`src/rtl/char_pkg.sv`:
```
// char_pkg -- shared types for the character motion block.
//   motion_t : vertical motion state (GROUND / RISE / FALL)
//   seq_t    : per-tick probe sequencer state
//   MOV_*    : bit positions inside the 4-bit keypad vector
package char_pkg;

  typedef enum logic [1:0] {
    M_GROUND,
    M_RISE,
    M_FALL
  } motion_t;

  typedef enum logic [2:0] {
    S_IDLE,
    S_PROBE_H,
    S_WAIT_H,
    S_PROBE_V,
    S_WAIT_V
  } seq_t;

  localparam int MOV_UP = 3;
  localparam int MOV_DN = 2;
  localparam int MOV_L  = 1;
  localparam int MOV_R  = 0;

endpackage

```
`src/rtl/tick_gen.sv`:
```
// tick_gen -- movement-tick prescaler.
//   sys_clk : system clock
//   rst_n   : asynchronous active-low reset
//   tick    : registered one-cycle pulse every TICK_DIV+1 cycles; the first
//             pulse follows reset release by TICK_DIV+1 cycles
module tick_gen #(
  parameter int TICK_DIV = 4999999
) (
  input  logic sys_clk,
  input  logic rst_n,
  output logic tick
);

  localparam int CW = $clog2(TICK_DIV + 1);

  // The five-cycle probe sequence must finish before the next tick.
  generate
    if (TICK_DIV < 8) begin : g_div_chk
      $error("tick_gen: TICK_DIV must be 8 or more");
    end
  endgenerate

  logic [CW-1:0] cnt;

  always_ff @(posedge sys_clk or negedge rst_n) begin
    if (!rst_n) begin
      cnt  <= '0;
      tick <= 1'b0;
    end else if (cnt == CW'(TICK_DIV)) begin
      cnt  <= '0;
      tick <= 1'b1;
    end else begin
      cnt  <= cnt + 1'b1;
      tick <= 1'b0;
    end
  end

endmodule

```
`src/rtl/char_motion.sv`:
```
// char_motion -- tick-driven character mover with block-map collision probes.
//   sys_clk, rst_n : clock, asynchronous active-low reset
//   mov            : keypad {up/jump, down (ignored), left, right}, taken at tick
//   map_req        : one-cycle probe strobe (PROBE_H / PROBE_V only)
//   map_x, map_y   : probe coordinate, stable while map_req is high
//   map_solid      : probe answer, valid the cycle after map_req
//   char_X, char_Y : registered character position
//   airborne       : high in RISE and FALL
//   tick           : movement-tick pulse
// Each tick runs IDLE->PROBE_H->WAIT_H->PROBE_V->WAIT_V->IDLE. X commits at
// the end of WAIT_H, Y and the motion state at the end of WAIT_V.
module char_motion
  import char_pkg::*;
#(
  parameter int X_W      = 10,
  parameter int Y_W      = 10,
  parameter int X_MAX    = 639,
  parameter int Y_MAX    = 479,
  parameter int X_INIT   = 143,
  parameter int Y_INIT   = 34,
  parameter int TICK_DIV = 4999999,
  parameter int JUMP_H   = 32,
  parameter int WRAP_X   = 1
) (
  input  logic           sys_clk,
  input  logic           rst_n,
  input  logic [3:0]     mov,
  output logic           map_req,
  output logic [X_W-1:0] map_x,
  output logic [Y_W-1:0] map_y,
  input  logic           map_solid,
  output logic [X_W-1:0] char_X,
  output logic [Y_W-1:0] char_Y,
  output logic           airborne,
  output logic           tick
);

  localparam int RW = $clog2(JUMP_H + 1);
  localparam logic [X_W-1:0] XMAX = X_W'(X_MAX);
  localparam logic [Y_W-1:0] YMAX = Y_W'(Y_MAX);

  tick_gen #(.TICK_DIV(TICK_DIV)) u_tick (
    .sys_clk (sys_clk),
    .rst_n   (rst_n),
    .tick    (tick)
  );

  motion_t        mst;
  seq_t           seq;
  logic           jmp_l;   // jump bit captured at tick
  logic           h_en;    // an H probe was issued this tick
  logic [X_W-1:0] h_tgt;   // H target captured at tick
  logic           v_en;    // a V probe was issued this tick
  logic [RW-1:0]  rcnt;

  // Down has no effect on motion.
  logic mov_dn_unused;
  assign mov_dn_unused = mov[MOV_DN];

  assign airborne = (mst != M_GROUND);

  // Horizontal target from the keypad at tick; left beats right. A blocked
  // edge (no wrap) yields no probe at all.
  logic           h_go;
  logic [X_W-1:0] h_nx;
  always_comb begin
    h_go = 1'b0;
    h_nx = char_X;
    if (mov[MOV_L]) begin
      if (char_X == '0) begin
        if (WRAP_X != 0) begin
          h_go = 1'b1;
          h_nx = XMAX;
        end
      end else begin
        h_go = 1'b1;
        h_nx = char_X - 1'b1;
      end
    end else if (mov[MOV_R]) begin
      if (char_X == XMAX) begin
        if (WRAP_X != 0) begin
          h_go = 1'b1;
          h_nx = '0;
        end
      end else begin
        h_go = 1'b1;
        h_nx = char_X + 1'b1;
      end
    end
  end

  // X after this tick's H step (meaningful in WAIT_H); V probe uses it.
  logic [X_W-1:0] x_upd;
  assign x_upd = (h_en && !map_solid) ? h_tgt : char_X;

  // Vertical probe: above while rising, below otherwise. Screen edges act
  // as solid without touching the map.
  logic           v_up, v_go;
  logic [Y_W-1:0] v_y;
  assign v_up = (mst == M_RISE);
  assign v_go = v_up ? (char_Y != '0) : (char_Y != YMAX);
  assign v_y  = v_up ? (char_Y - 1'b1) : (char_Y + 1'b1);

  logic solid_v;
  assign solid_v = v_en ? map_solid : 1'b1;

  always_ff @(posedge sys_clk or negedge rst_n) begin
    if (!rst_n) begin
      char_X  <= X_W'(X_INIT);
      char_Y  <= Y_W'(Y_INIT);
      mst     <= M_FALL;
      seq     <= S_IDLE;
      jmp_l   <= 1'b0;
      h_en    <= 1'b0;
      h_tgt   <= '0;
      v_en    <= 1'b0;
      rcnt    <= '0;
      map_req <= 1'b0;
      map_x   <= '0;
      map_y   <= '0;
    end else begin
      map_req <= 1'b0;
      case (seq)
        S_IDLE: begin
          if (tick) begin
            jmp_l   <= mov[MOV_UP];
            h_en    <= h_go;
            h_tgt   <= h_nx;
            map_req <= h_go;
            map_x   <= h_nx;
            map_y   <= char_Y;
            seq     <= S_PROBE_H;
          end
        end
        S_PROBE_H: seq <= S_WAIT_H;
        S_WAIT_H: begin
          char_X  <= x_upd;
          v_en    <= v_go;
          map_req <= v_go;
          map_x   <= x_upd;
          map_y   <= v_y;
          seq     <= S_PROBE_V;
        end
        S_PROBE_V: seq <= S_WAIT_V;
        S_WAIT_V: begin
          seq <= S_IDLE;
          case (mst)
            // Free space below wins over a jump request.
            M_GROUND: begin
              if (!solid_v) begin
                char_Y <= char_Y + 1'b1;
                mst    <= M_FALL;
              end else if (jmp_l) begin
                rcnt <= RW'(JUMP_H);
                mst  <= M_RISE;
              end
            end
            M_RISE: begin
              if (!solid_v) begin
                char_Y <= char_Y - 1'b1;
                rcnt   <= rcnt - 1'b1;
                if (rcnt <= RW'(1)) mst <= M_FALL;
              end else begin
                mst <= M_FALL;
              end
            end
            M_FALL: begin
              if (!solid_v) char_Y <= char_Y + 1'b1;
              else          mst    <= M_GROUND;
            end
            default: mst <= M_FALL;
          endcase
        end
        default: seq <= S_IDLE;
      endcase
    end
  end

endmodule

```
`config.mk`:
```
export PLATFORM = sky130hd
export DESIGN_NAME = char_motion
export DESIGN_NICKNAME = d
export VERILOG_FILES = /design/src/rtl/char_pkg.sv /design/src/rtl/tick_gen.sv /design/src/rtl/char_motion.sv
export SDC_FILE = /design/constraint.sdc
export NUM_CORES = 1
export LEC_CHECK = 0
export ABC_AREA = 1
export CORE_ASPECT_RATIO = 1.1
export CORE_MARGIN = 2
export CORE_UTILIZATION = 58
export CTS_CLUSTER_SIZE = 24
export DETAILED_ROUTE_END_ITERATION = 8
export PLACE_DENSITY_LB_ADDON = 0.2
export SLEW_MARGIN = 20
export SYNTH_ARGS = -nofsm -noshare
export SYNTH_HDL_FRONTEND = slang
export SYNTH_HIERARCHICAL = 1
export SYNTH_SLANG_ARGS = --single-unit
```
`constraint.sdc`:
```
create_clock -name sys_clk -period 1.7 [get_ports sys_clk]
set_input_delay 0.34 -clock sys_clk [delete_from_list [all_inputs] [get_ports sys_clk]]
set_output_delay 0.34 -clock sys_clk [all_outputs]
set_load 0.02 [all_outputs]
```
==> reports/metrics.csv <==
stage,metric,value,unit
status,status,"finished, final reports clean",
synth,ys_async_sr_fraction,100,%
global_routing,grt_start_max_net_pins,40,
route,postRouteAntennaNets,0,
clocking,clk_latency,0.36,ns
floorplanning,die_w,95.6,um
clocking,h-tree-depth,3,
layout,nets,834,
synth,synth-simple-area-share,32.7,%
synth,seq_area_frac_synth,41.8,%
route,wl_met3,1050,um
clocking,cts_root_buf,clkbuf_8,
route,vias,5246,
floorplanning,die_area,0.0100,mm^2
layout,final_common_cell,nand2_1,
power,switching_power,0.883,mW
layout,seqCellArea,0.00224,mm^2
route,met1_length,5710,um
setup_path,crit_end,map_x[7]$_DFFE_PN0P_,
layout,fin_cells,938,
sta,setup_viol,0,
setup_path,rr_endpoint,map_x[7]$_DFFE_PN0P_,
setup_path,r2r_slack,0.04,ns
global_routing,first_global_vias,5149,
sta,period_share,97.9,%
global_routing,overflow,0,
power,clkPwrFrac,44.0,%
min_path,hold_path.class,in -> async,
sta,slew_headroom,78.7,%
sta,skew,0.0145,ns
route,top_layer,met4,
power,seq_power_share,52.5,%
sta,period_needed,1.66,ns
setup_path,r2r_start,char_X[3]$_DFFE_PN1P_,
synth,synth-edff-count,0,
synth,synth_adder_area_share,1.87,%
placement,placed_area,0.00623,mm^2
sta,fmaxAchievable,601,MHz
synth,syn_area,0.00535,mm^2
run,drv_cap,0,
synth,synth.avg_cell_area,7.32,um^2
layout,final_area,0.00658,mm^2
floorplanning,core_area,0.00892,mm^2
synth,synth_top_family_by_area,simple AND/OR/NAND/NOR gates,
route,met2RoutedLength,7090,um
layout,area_growth,22.9,%
setup_path,worstSetupStartpointType,flop,
route,wl,14200,um
global_routing,track_usage,29.1,%
synth,muxShareOfSynthArea,0,%
setup_path,startpoint,char_X[3]$_DFFE_PN1P_,
power,p_leak,3.37,nW
route,wl_per_cell,15.1,um
sta,worst_pin_slew,0.316,ns
setup_path,reg2reg_depth,10,
sta,slew_violations,0,
clocking,cts_made_buffers,9,
clocking,clockBufferDepth,2,
synth,synth_area_leader_cell,dfrtp_1,
global_routing,grt_pass1_wl,23200,um
power,p_comb_share,3.5,%
layout,diodes,0,
synth,synth_compound_area_share,12.1,%
power,peakVddDrop,0.503,mV
synth,ys_warn_count,6,
synth,syn_inst,731,
setup_path,cp.required,1.95,ns
layout,fillers,695,
synth,synth_xor_area_share,3.76,%
power,internal_power,3.15,mW
setup_path,criticalPathCategory,reg -> reg,
sta,fin_ws,0.0359,ns
power,p_sw_share,21.9,%
layout,multi_input_area,0.00276,mm^2
synth,synth.distinct_cells,44,
floorplanning,pin_count,50,
sta,rsz0062_at_grt,true,
synth,yosysTopAreaCellShare,37.9,%
floorplanning,fp.dieH,105,um
placement,gp_congestion,0.960,
clocking,clk_pin_slew,0.09,ns
placement,dp_slack,-0.251,ns
power,p_per_area,613,mW/mm^2
global_routing,antenna_found_initial,0,
sta,hold_viol,0,
synth,syn-num-nets,746,
floorplanning,start_util,60.0,%
placement,dp.cells,917,
setup_path,critPathArrivalTime,1.91,ns
layout,drive_gt1_share,15.8,%
power,total_power,4.03,mW
setup_path,endpoint_kind,flop,
route,drc,0,
route,drt_iter0_markers,471,
setup_path,crit_fanout,6,
placement,dpl.hpwl,10000,um
floorplanning,num_rows,36,
clocking,tritoncts,yes,
synth,synthFlopType,dfrtp_1,
synth,yosys-top-cells-area,"dfrtp_1 (38%), nand2_1 (14%), nor2_1 (6.1%)",
layout,final_cell_mix,"nand2_1 (189), nor2_1 (84), dfrtp_1 (78)",
placement,io_buffers,48,
route,viasPerCell,5.59,
clocking,cts.sinks,89,
synth,synth-seq-cells,89,
route,first_pass_iters,6,
## per-layer routing
layer  vias up  GRT usage [%]
met1      2450           37.3
li1       2539              -
met2       224           49.0
met5         -              0
met3        33           4.83
met4         0           10.6
## cells by family after synthesis
family,Yosys count
AND/OR/NAND/NOR,392
adder cells (fa/ha/maj),8
XOR/XNOR,23
AO/OA/AOI/OAI,117
buffers and inverters,102
flip-flops,89
## through the flow
stage	utilization, %	setup TNS, ns	hold WS [ns]
after detailed placement	69.9	-3.32	0.259
after CTS	72.4	0	0.409
after global routing	73.8	-0.0522	0.430
after floorplan	-	0	0.0444
after global placement	69.9	-1.63	0.251
final	73.8	0	0.405
## area by class of cell
type	instances	share of cell area (%)
Clock buffer	10	1.94
Sequential cell	89	34.1
Timing Repair Buffer	92	13.1
Tap cell	114	2.17
Inverter	87	5.06
Multi-Input combinational cell	540	41.9
Clock inverter	6	1.73
## critical path, stage by stage, from the launching register on
cell and delay, ns:
dfstp_2 0.64, nand2_4 0.09, nor2_4 0.15, buf_4 0.15, nand2_1 0.09, o21ai_1 0.13, nand2_1 0.06, nand2_1 0.05
nand2_1 0.05, nand2_1 0.08, nand2_1 0.07
## synthesized netlist by cell type (7+ instances only)
cell	count
buf_2	8
nand2_2	8
nor2_2	10
dfstp_2	8
nor2_1	87
ha_1	8
nand3_1	61
o21ai_0	59
inv_2	7
nand4_1	13
a21oi_1	28
xor2_1	19
inv_1	77
nand2_1	193
dfrtp_1	81
## worst min path at each step
stage	startpoint	end	slack [ns]	cells after the start
final	rst_n	map_y[9]$_DFFE_PN0P_	0.40	2
after global routing	rst_n	map_y[5]$_DFFE_PN0P_	0.43	2
after CTS	rst_n	map_y[9]$_DFFE_PN0P_	0.41	2
after detailed placement	rst_n	map_y[9]$_DFFE_PN0P_	0.26	1
after global placement	rst_n	map_y[5]$_DFFE_PN0P_	0.25	1
after floorplan	rst_n	char_X[4]$_DFFE_PN0P_	0.04	0
## state kept, by name, summed over array words and instances, names as in the netlist
signal and cells:
char_Y 10, map_x 10, seq 3, rcnt 6, map_req 1, h_en 1
jmp_l 1, u_tick/tick 1, u_tick/cnt 23, map_y 10, h_tgt 10, mst 2
char_X 10, v_en 1
## power by group through the flow
stage / clock network [mW] / registers, mW / logic, mW
floorplan: 0 / 2.16 / 0.0451
global placement: 0 / 2.16 / 0.134
detailed placement: 0 / 2.16 / 0.137
CTS: 1.79 / 2.12 / 0.139
global route: 1.87 / 2.12 / 0.158
finish: 1.77 / 2.12 / 0.140
## repair_timing
action                     in CTS  in global routing
pin swaps                       0                  4
gates resized for setup        31                 48
hold endpoints to repair       19                  0
buffers inserted                0                  4
hold buffers                    1                  0
setup endpoints to repair      26                 48
Power figures use the tool's default switching activity.
